## src/rtl/hazard_scoreboard_if.sv

```systemverilog
// ---------------------------------------------------------------------------
// hazard_scoreboard_if
// Bundles the D-stage decode information, the per-stage result buses and the
// hazard/forwarding results that flow between the pipeline and the
// hazard scoreboard.
//
// master modport (pipeline side):
//   drives  d_wen, d_wreg, d_tnew, d_rs, d_rt, d_use_rs, d_use_rt,
//           d_tuse_rs, d_tuse_rt, d_md_start, d_md_is_div, d_md_use,
//           flush, stage_data, rf_rs_data, rf_rt_data
//   reads   stall, fwd_sel_rs, fwd_sel_rt, fwd_data_rs, fwd_data_rt,
//           md_busy, md_done
// slave modport (scoreboard side): the same signals with directions reversed.
// ---------------------------------------------------------------------------
interface hazard_scoreboard_if #(
    parameter int STAGES = 3,
    parameter int DW     = 32,
    parameter int TNEW_W = 2,
    parameter int SEL_W  = $clog2(STAGES + 1)
);
    logic                 d_wen;
    logic [4:0]           d_wreg;
    logic [TNEW_W-1:0]    d_tnew;
    logic [4:0]           d_rs;
    logic [4:0]           d_rt;
    logic                 d_use_rs;
    logic                 d_use_rt;
    logic [1:0]           d_tuse_rs;
    logic [1:0]           d_tuse_rt;
    logic                 d_md_start;
    logic                 d_md_is_div;
    logic                 d_md_use;
    logic                 flush;
    logic [STAGES*DW-1:0] stage_data;
    logic [DW-1:0]        rf_rs_data;
    logic [DW-1:0]        rf_rt_data;
    logic                 stall;
    logic [SEL_W-1:0]     fwd_sel_rs;
    logic [SEL_W-1:0]     fwd_sel_rt;
    logic [DW-1:0]        fwd_data_rs;
    logic [DW-1:0]        fwd_data_rt;
    logic                 md_busy;
    logic                 md_done;

    modport master (
        output d_wen, d_wreg, d_tnew, d_rs, d_rt, d_use_rs, d_use_rt,
               d_tuse_rs, d_tuse_rt, d_md_start, d_md_is_div, d_md_use,
               flush, stage_data, rf_rs_data, rf_rt_data,
        input  stall, fwd_sel_rs, fwd_sel_rt, fwd_data_rs, fwd_data_rt,
               md_busy, md_done
    );

    modport slave (
        input  d_wen, d_wreg, d_tnew, d_rs, d_rt, d_use_rs, d_use_rt,
               d_tuse_rs, d_tuse_rt, d_md_start, d_md_is_div, d_md_use,
               flush, stage_data, rf_rs_data, rf_rt_data,
        output stall, fwd_sel_rs, fwd_sel_rt, fwd_data_rs, fwd_data_rt,
               md_busy, md_done
    );
endinterface

```

## src/rtl/hazard_scoreboard.sv

```systemverilog
// ---------------------------------------------------------------------------
// hazard_scoreboard
// Registered hazard and forwarding unit for the MIPS pipeline. Every in-flight
// register write in the post-decode stages is tracked as {valid, wen, wreg,
// tnew}; the D-stage stall, forward selects and forwarded data are derived
// from that table plus the current D-stage decode. A busy counter models the
// multi-cycle mult/div unit.
//
// Ports:
//   clk    rising-edge clock
//   reset  asynchronous, active-low reset
//   bus    hazard_scoreboard_if.slave: D decode inputs, flush, per-stage
//          result buses, register-file data in; stall, forward selects,
//          forwarded data, md_busy, md_done out
// ---------------------------------------------------------------------------
module hazard_scoreboard #(
    parameter int STAGES   = 3,
    parameter int DW       = 32,
    parameter int TNEW_W   = 2,
    parameter int MULT_LAT = 5,
    parameter int DIV_LAT  = 10,
    parameter int SEL_W    = $clog2(STAGES + 1)
) (
    input  logic                clk,
    input  logic                reset,
    hazard_scoreboard_if.slave  bus
);
    localparam int MD_MAX = (DIV_LAT > MULT_LAT) ? DIV_LAT : MULT_LAT;
    localparam int CNT_W  = $clog2(MD_MAX + 1);
    localparam int CMP_W  = TNEW_W + 2;

    logic [STAGES-1:0] ent_valid;
    logic [STAGES-1:0] ent_wen;
    logic [4:0]        ent_wreg [STAGES];
    logic [TNEW_W-1:0] ent_tnew [STAGES];

    logic [CNT_W-1:0]  md_cnt;
    logic [CNT_W-1:0]  md_next;
    logic              md_done_q;

    logic              stall_rs;
    logic              stall_rt;
    logic              hit_rs;
    logic              hit_rt;
    logic              stall_int;
    logic [SEL_W-1:0]  sel_rs;
    logic [SEL_W-1:0]  sel_rt;
    logic [DW-1:0]     data_rs;
    logic [DW-1:0]     data_rt;

    // Scan the table from youngest (entry 0) to oldest. Any matching entry
    // whose result is later than the operand's use forces a stall, but only
    // the youngest match may supply forwarded data; older matches hold stale
    // values once a younger writer of the same register exists.
    always_comb begin
        stall_rs = 1'b0;
        stall_rt = 1'b0;
        hit_rs   = 1'b0;
        hit_rt   = 1'b0;
        sel_rs   = '0;
        sel_rt   = '0;
        data_rs  = bus.rf_rs_data;
        data_rt  = bus.rf_rt_data;
        for (int s = 0; s < STAGES; s++) begin
            if (ent_valid[s] && ent_wen[s] && (ent_wreg[s] == bus.d_rs) && (bus.d_rs != 5'd0)) begin
                if (bus.d_use_rs && ({2'b00, ent_tnew[s]} > {{TNEW_W{1'b0}}, bus.d_tuse_rs}))
                    stall_rs = 1'b1;
                if (!hit_rs) begin
                    hit_rs = 1'b1;
                    if (ent_tnew[s] == '0) begin
                        sel_rs  = SEL_W'(s + 1);
                        data_rs = bus.stage_data[s*DW +: DW];
                    end
                end
            end
            if (ent_valid[s] && ent_wen[s] && (ent_wreg[s] == bus.d_rt) && (bus.d_rt != 5'd0)) begin
                if (bus.d_use_rt && ({2'b00, ent_tnew[s]} > {{TNEW_W{1'b0}}, bus.d_tuse_rt}))
                    stall_rt = 1'b1;
                if (!hit_rt) begin
                    hit_rt = 1'b1;
                    if (ent_tnew[s] == '0) begin
                        sel_rt  = SEL_W'(s + 1);
                        data_rt = bus.stage_data[s*DW +: DW];
                    end
                end
            end
        end
    end

    assign stall_int       = stall_rs | stall_rt | (bus.d_md_use && (md_cnt != '0));
    assign bus.stall       = stall_int;
    assign bus.fwd_sel_rs  = sel_rs;
    assign bus.fwd_sel_rt  = sel_rt;
    assign bus.fwd_data_rs = data_rs;
    assign bus.fwd_data_rt = data_rt;
    assign bus.md_busy     = (md_cnt != '0);
    assign bus.md_done     = md_done_q;

    // Scoreboard shift register. Entries age by one stage per clock with
    // their tnew counting down to zero. A stalled D instruction will be
    // re-presented, so it enters as a bubble instead. Flush wipes the table
    // and wins over both the shift and the load.
    always_ff @(posedge clk or negedge reset) begin
        if (!reset) begin
            ent_valid <= '0;
            ent_wen   <= '0;
            for (int k = 0; k < STAGES; k++) begin
                ent_wreg[k] <= '0;
                ent_tnew[k] <= '0;
            end
        end else if (bus.flush) begin
            ent_valid <= '0;
            ent_wen   <= '0;
            for (int k = 0; k < STAGES; k++)
                ent_tnew[k] <= '0;
        end else begin
            for (int k = 1; k < STAGES; k++) begin
                ent_valid[k] <= ent_valid[k-1];
                ent_wen[k]   <= ent_wen[k-1];
                ent_wreg[k]  <= ent_wreg[k-1];
                ent_tnew[k]  <= (ent_tnew[k-1] == '0) ? '0 : ent_tnew[k-1] - TNEW_W'(1);
            end
            if (stall_int) begin
                ent_valid[0] <= 1'b0;
                ent_wen[0]   <= 1'b0;
                ent_wreg[0]  <= '0;
                ent_tnew[0]  <= '0;
            end else begin
                ent_valid[0] <= 1'b1;
                ent_wen[0]   <= bus.d_wen && (bus.d_wreg != 5'd0);
                ent_wreg[0]  <= bus.d_wreg;
                ent_tnew[0]  <= bus.d_tnew;
            end
        end
    end

    // Next value of the mult/div busy counter. Only a D instruction that
    // actually issues (not stalled, not flushed) may start the unit.
    always_comb begin
        md_next = md_cnt;
        if (!bus.flush && !stall_int && bus.d_md_start)
            md_next = bus.d_md_is_div ? CNT_W'(DIV_LAT) : CNT_W'(MULT_LAT);
        else if (md_cnt != '0)
            md_next = md_cnt - CNT_W'(1);
    end

    // Busy counter and its completion pulse, which is registered so that it
    // is high for exactly the cycle after the counter expires.
    always_ff @(posedge clk or negedge reset) begin
        if (!reset) begin
            md_cnt    <= '0;
            md_done_q <= 1'b0;
        end else begin
            md_cnt    <= md_next;
            md_done_q <= (md_cnt == CNT_W'(1)) && (md_next == '0);
        end
    end
endmodule
```

## src/flat_wrapper.sv

```systemverilog
// flat-port wrapper written by rule: the top's interface ports become plain ports
module hazard_scoreboard_flat 
#(
    parameter int STAGES   = 3,
    parameter int DW       = 32,
    parameter int TNEW_W   = 2,
    parameter int MULT_LAT = 5,
    parameter int DIV_LAT  = 10,
    parameter int SEL_W    = $clog2(STAGES + 1)
)
  (clk, reset, bus_d_wen, bus_d_wreg, bus_d_tnew, bus_d_rs, bus_d_rt, bus_d_use_rs, bus_d_use_rt, bus_d_tuse_rs, bus_d_tuse_rt, bus_d_md_start, bus_d_md_is_div, bus_d_md_use, bus_flush, bus_stage_data, bus_rf_rs_data, bus_rf_rt_data, bus_stall, bus_fwd_sel_rs, bus_fwd_sel_rt, bus_fwd_data_rs, bus_fwd_data_rt, bus_md_busy, bus_md_done);
  hazard_scoreboard_if #(.STAGES(STAGES), .DW(DW), .TNEW_W(TNEW_W), .SEL_W(SEL_W)) bus_i ();
  input  logic clk;
  input  logic reset;
  input wire logic [$bits(bus_i.d_wen)-1:0] bus_d_wen;
  input wire logic [$bits(bus_i.d_wreg)-1:0] bus_d_wreg;
  input wire logic [$bits(bus_i.d_tnew)-1:0] bus_d_tnew;
  input wire logic [$bits(bus_i.d_rs)-1:0] bus_d_rs;
  input wire logic [$bits(bus_i.d_rt)-1:0] bus_d_rt;
  input wire logic [$bits(bus_i.d_use_rs)-1:0] bus_d_use_rs;
  input wire logic [$bits(bus_i.d_use_rt)-1:0] bus_d_use_rt;
  input wire logic [$bits(bus_i.d_tuse_rs)-1:0] bus_d_tuse_rs;
  input wire logic [$bits(bus_i.d_tuse_rt)-1:0] bus_d_tuse_rt;
  input wire logic [$bits(bus_i.d_md_start)-1:0] bus_d_md_start;
  input wire logic [$bits(bus_i.d_md_is_div)-1:0] bus_d_md_is_div;
  input wire logic [$bits(bus_i.d_md_use)-1:0] bus_d_md_use;
  input wire logic [$bits(bus_i.flush)-1:0] bus_flush;
  input wire logic [$bits(bus_i.stage_data)-1:0] bus_stage_data;
  input wire logic [$bits(bus_i.rf_rs_data)-1:0] bus_rf_rs_data;
  input wire logic [$bits(bus_i.rf_rt_data)-1:0] bus_rf_rt_data;
  output wire logic [$bits(bus_i.stall)-1:0] bus_stall;
  output wire logic [$bits(bus_i.fwd_sel_rs)-1:0] bus_fwd_sel_rs;
  output wire logic [$bits(bus_i.fwd_sel_rt)-1:0] bus_fwd_sel_rt;
  output wire logic [$bits(bus_i.fwd_data_rs)-1:0] bus_fwd_data_rs;
  output wire logic [$bits(bus_i.fwd_data_rt)-1:0] bus_fwd_data_rt;
  output wire logic [$bits(bus_i.md_busy)-1:0] bus_md_busy;
  output wire logic [$bits(bus_i.md_done)-1:0] bus_md_done;
  assign bus_i.d_wen = bus_d_wen;
  assign bus_i.d_wreg = bus_d_wreg;
  assign bus_i.d_tnew = bus_d_tnew;
  assign bus_i.d_rs = bus_d_rs;
  assign bus_i.d_rt = bus_d_rt;
  assign bus_i.d_use_rs = bus_d_use_rs;
  assign bus_i.d_use_rt = bus_d_use_rt;
  assign bus_i.d_tuse_rs = bus_d_tuse_rs;
  assign bus_i.d_tuse_rt = bus_d_tuse_rt;
  assign bus_i.d_md_start = bus_d_md_start;
  assign bus_i.d_md_is_div = bus_d_md_is_div;
  assign bus_i.d_md_use = bus_d_md_use;
  assign bus_i.flush = bus_flush;
  assign bus_i.stage_data = bus_stage_data;
  assign bus_i.rf_rs_data = bus_rf_rs_data;
  assign bus_i.rf_rt_data = bus_rf_rt_data;
  assign bus_stall = bus_i.stall;
  assign bus_fwd_sel_rs = bus_i.fwd_sel_rs;
  assign bus_fwd_sel_rt = bus_i.fwd_sel_rt;
  assign bus_fwd_data_rs = bus_i.fwd_data_rs;
  assign bus_fwd_data_rt = bus_i.fwd_data_rt;
  assign bus_md_busy = bus_i.md_busy;
  assign bus_md_done = bus_i.md_done;
  hazard_scoreboard #(.STAGES(STAGES), .DW(DW), .TNEW_W(TNEW_W), .MULT_LAT(MULT_LAT), .DIV_LAT(DIV_LAT), .SEL_W(SEL_W)) u_core (.clk(clk), .reset(reset), .bus(bus_i));
endmodule
```

## config.mk

```make
export PLATFORM = sky130hd
export DESIGN_NAME = hazard_scoreboard_flat
export DESIGN_NICKNAME = d
export VERILOG_FILES = /design/src/rtl/hazard_scoreboard_if.sv /design/src/rtl/hazard_scoreboard.sv /design/src/flat_wrapper.sv
export SDC_FILE = /design/constraint.sdc
export NUM_CORES = 1
export LEC_CHECK = 0
export BUFFER_PORTS_ARGS = -buffer_cell sky130_fd_sc_hd__buf_2
export CAP_MARGIN = 20
export CORE_ASPECT_RATIO = 0.6
export CORE_UTILIZATION = 25
export DETAILED_ROUTE_END_ITERATION = 16
export PLACE_DENSITY = 0.48
export SLEW_MARGIN = 25
export SYNTH_ARGS = -nofsm -noshare
export SYNTH_HDL_FRONTEND = slang
export SYNTH_SLANG_ARGS = --single-unit
```

## constraint.sdc

```tcl
create_clock -name clk -period 4.7 [get_ports clk]
set_clock_uncertainty 0.15 [all_clocks]
set_input_delay 0.94 -clock clk [delete_from_list [all_inputs] [get_ports clk]]
set_output_delay 0.94 -clock clk [all_outputs]
set_load 0.01 [all_outputs]
```

# Word-level counts from Yosys, hierarchy flattened
# Cells that the tools add are included.
[word_totals]
in_bits = 190
regBits = 32
output_inout_bits = 71
word_cells = 123
[op_classes]
bitwise_logic = 2
addsub = 3
n_eq_ne = 7
n_reduce_logical = 36
muxes = 59
order_cmp = 6
[ops]
columns = ["cell", "count"]
rows = [
  ["$mux W32", 16],
  ["$mux W2", 17],
  ["$eq A5 B5 Y1", 6],
  ["$logic_and A1 B1 Y1", 26],
  ["$mux W1", 19],
  ["$reduce_bool A5 Y1", 3],
  ["$gt A2 B2 Y1", 6],
  ["$mux W4", 3],
  ["$logic_not A2 Y1", 3],
  ["$mux W3", 2],
  ["$mux W6", 1],
  ["$mux W5", 1],
  ["$eq A4 B1 Y1 const B", 1],
  ["$logic_not A4 Y1", 1],
  ["$reduce_bool A4 Y1", 1],
  ["$sub A2 B1 Y2 const B", 2],
  ["$sub A4 B1 Y4 const B", 1],
  ["$logic_not A1 Y1", 2],
  ["$or A1 B1 Y1", 2],
]

# Longest topological paths before layout
[logic_depth]
ltp_word = 16
depth_mapped = 10
ltp_nobuf = 8

# Least setup slack after synthesis
# Ideal clock, no wire load.
[synth_timing]
kind = "input-to-output"
startpoint = "in bus_d_rt[0]"
endpoint = "out bus_fwd_data_rt[10]"
t_arrival_ns = 2.810
slack_ns = 0.800
n_path_buf = 1
path_stages = 7
required_time_ns = 3.610
cell_sequence = "or4_1 > a21bo_2 > nand3_4 > buf_6 > mux2_1 > mux2_4 > mux2_2"
[synth_between]
elab_chain_cells = 10
word_cells_on_any_way = 19
cone_classes = "3 x eq/ne; 9 x mux; 7 x reduce/logical"
[synth_lines]
columns = ["element", "line", "text"]
rows = [
  ["start, declared", "flat_wrapper.sv:19", "input wire logic [$bits(bus_i.d_rt)-1:0] bus_d_rt;"],
  ["$eq A5 B5 Y1", "hazard_scoreboard.sv:76", "if (ent_valid[s] && ent_wen[s] && (ent_wreg[s] == bus.d_rt) && (bus.d_rt != 5'd0)) begin"],
  ["$logic_and A1 B1 Y1 (2 in series)", "hazard_scoreboard.sv:76", ""],
  ["$mux W32", "hazard_scoreboard.sv:76", ""],
  ["$mux W32", "hazard_scoreboard.sv:81", "if (ent_tnew[s] == '0) begin"],
  ["$mux W32", "hazard_scoreboard.sv:79", "if (!hit_rt) begin"],
  ["$mux W32", "hazard_scoreboard.sv:76", ""],
  ["$mux W32", "hazard_scoreboard.sv:81", ""],
  ["$mux W32", "hazard_scoreboard.sv:79", ""],
  ["$mux W32 *", "hazard_scoreboard.sv:76", ""],
  ["end, declared", "flat_wrapper.sv:35", "output wire logic [$bits(bus_i.fwd_data_rt)-1:0] bus_fwd_data_rt;"],
]
# Mark *: on every way between the ends. The rest lies on a longest branch, timed or not.

# Worst setup path in the final report
[layout_timing]
startpoint = "in bus_d_rt[0]"
endpoint = "out bus_fwd_data_rt[11]"
# Same word-level chain as after synthesis.

==> results.md <==
* Vias in the first global route at 4527
* Final Hold Fails at 0
* Leak at 0.00307 uW
* Largest net degree at the start of global routing at 35
* Setup violators final at 0
* Final min period at 4410 ps
* Crit-path slowest cell: or4_1
* Top-area cell type share of the netlist area at 19.0%
* Largest delay share family, worst path: simple AND/OR/NAND/NOR gates
* Setup Buffers After CTS at 0
* CTS Hold Bufs at 0
* Row cnt at 37
* Pre-CTS WS at 277 ps
* Kind of critical path: in2out
* Crit share post-route at 93.7%
* Synth area leader: mux2_2
* Share of synthesized flip-flops with an asynchronous set or reset at 100%
* Fin. max-slew vios at 0
* Syn Nets at 701
* Area growth, synth to finish at 40.4%
* HP Class: reg2reg
* Register area share after synthesis at 18.0%
* Seq cells post-synth at 32
* Die span in y at 105 microns
* CTS resizes at 0
* Synth Warn # at 0
* Fmax at 0.227 GHz
* Vias per cell at 4.74
* Critical path arrival at 3320 ps
* Root Buffer: clkbuf_16
* ANT cells at 0
* TritonRoute pass-1 iters at 4
* Num CTS Buffers at 5
* Setup crit end kind: primary output
* Initial Utilization at 25.7%
* Antenna Nets Post-Route at 0
* Wire per inst at 17.4 microns
* Startpoint Class: primary input
* I/O Buffers at 260
* Max FO, Critical Path at 19
* Post-route DRC violation count at 0
* Total congestion overflow at 0
* Synthesized area at 4440 sq um
* Share of cells above drive strength 1 at 53.0%
* CTS max path bufs at 2
* CTS Sinks at 32
* Die footprint at 18300 sq um
* RSZ-0062 raised after global routing: no
* Max-Cap Viols at 0
* Most instantiated cells after synthesis: mux2_2 (75), nand2_1 (53), nor2_1 (42), mux2_1 (36), o21ai_0 (36)
* CP Buf/Inv Count at 3
* DRT iter0 DRCs at 346
* Final nets at 952
* Max VDD drop at 199 uV
* Reg clk slew, reported paths at 50 ps
* Initial antenna violation count at 0
* Status: complete, no violations
* Most used cell, CP: buf_2
* CTS tree: built
* Synth area leaders: mux2_2 (19%), dfrtp_1 (18%), mux2_4 (10%), mux2_1 (9.1%), nand2_1 (4.5%)
* Post-Synthesis Cells at 497
* Top-count cell post-synth: mux2_2
* Detail Placement HPWL at 13.8 mm
* H-tree levels at 2
* Worst Tran Pin Value at 746 ps
* EDFF count, synth at 0
* I/O pin cnt at 261
* Design area at 6230 sq um
* Final Non-Filler Cells at 983
* Gpl congestion at 0.839
* Area of the core at 17300 sq um
* Placed instance area at 6050 sq um
* Die W at 174 microns
* Setup TNS at 0 ps
* Via count at 4655
* Pwr dens at 203 nW/um^2
* Final worst setup slack at 295 ps
* GRT Overall Usage at 18.3%
* Cell variety after synth at 44
* Critical Path Max Stage Delay at 550 ps
* DRT Wirelength at 17.1 mm
* Top FF cell, synth: dfrtp_1
* CP Data Required Time at 3610 ps
* First-pass GRT wire length at 26.2 mm
* CP cell instances: buf_2 -> or4_1 -> a21bo_2 -> nand4_4 -> nand3_4 -> buf_12 -> mux2_4 -> mux2_2 -> buf_2
* Clk_lat worst skew at 290 ps
* DP Cell Count at 975
* Syn avg cell area at 8.93 sq um
* Slew HR at 50.3%
## flip-flops by register name, summed over array words and instances, names as in the netlist
name,flops
u_core.md_cnt,4
u_core.ent_wen,3
u_core.ent_tnew,6
u_core.ent_valid,3
u_core.bus.md_done,1
u_core.ent_wreg,15
## path summary, 6_finish.rpt
check | cells past startpoint | slack, ps | from | end
worst max-delay path | 9 | 290 | bus_d_rt[0] | bus_fwd_data_rt[11]
worst min-delay path | 1 | 340 | u_core.ent_tnew[4] | u_core.ent_tnew[2]
worst max register to register | 8 | 1920 | u_core.md_cnt[0] | u_core.md_cnt[3]
worst min register to register | 1 | 340 | u_core.ent_tnew[4] | u_core.ent_tnew[2]
max in group asynchronous | 1 | 3350 | reset | u_core.ent_wreg[8]
min in group asynchronous | 1 | 570 | reset | u_core.md_cnt[2]
## layout by cell type, fill, tap and decap left out, types with 3 or more instances in the layout
cell	count
nand4_1	6
o21ai_0	36
nor3b_1	8
nor2_1	42
inv_1	7
nand2_1	53
nor2b_1	10
buf_4	9
dfrtp_1	32
nor3_1	4
o21ai_1	34
or4_1	3
nand2b_1	5
ha_1	14
mux2_2	75
nand3_1	8
buf_12	6
xor2_1	9
nor4_1	3
xnor2_1	21
or3_1	3
buf_2	260
mux2_1	36
mux2_4	30
clkbuf_16	5
o211ai_1	4
## metrics by stage
step	utilization (%)	power [uW]	hold WS, ps
global placement	35.0	869	324
finish	36.1	1270	338
floorplan	-	662	282
detailed placement	35.0	867	327
CTS	36.1	1280	337
global route	36.1	1350	367
## area by class of cell
type,instances,area [sq um]
clock buffers,7,153
well taps,234,293
flip-flops and latches,32,801
fillers,1839,11000
multi-input cells,427,3440
clock inverters,1,30.0
inverters,7,26.3
repair buffers,275,1490
## cells by family (layout without fill, tap and decap cells)
kind of cell | after synthesis | after routing | synth area share, %
compound gates | 82 | 82 | 10.2
mux | 143 | 143 | 38.7
fa+ha+maj | 14 | 14 | 3.94
flops | 32 | 32 | 18.0
buf+inv | 38 | 290 | 4.54
xor+xnor | 30 | 30 | 5.92
simple gates | 158 | 158 | 18.6
## per-layer routing
metal	wire length (microns)	global-route usage, %	part of all wire (%)
met4	91	2.19	0.53
met3	1040	3.35	6.1
met2	7170	27.0	42
met5	0	0	0
met1	8770	27.9	51
## power by group
| group | switching (uW) | total [uW] | internal, uW |
|---|---|---|---|
| Sequential | 67.1 | 392 | 325 |
| Clock | 124 | 403 | 279 |
| Combinational | 215 | 473 | 258 |
| Total | 406 | 1270 | 862 |
Power figures use the tool's default switching activity.
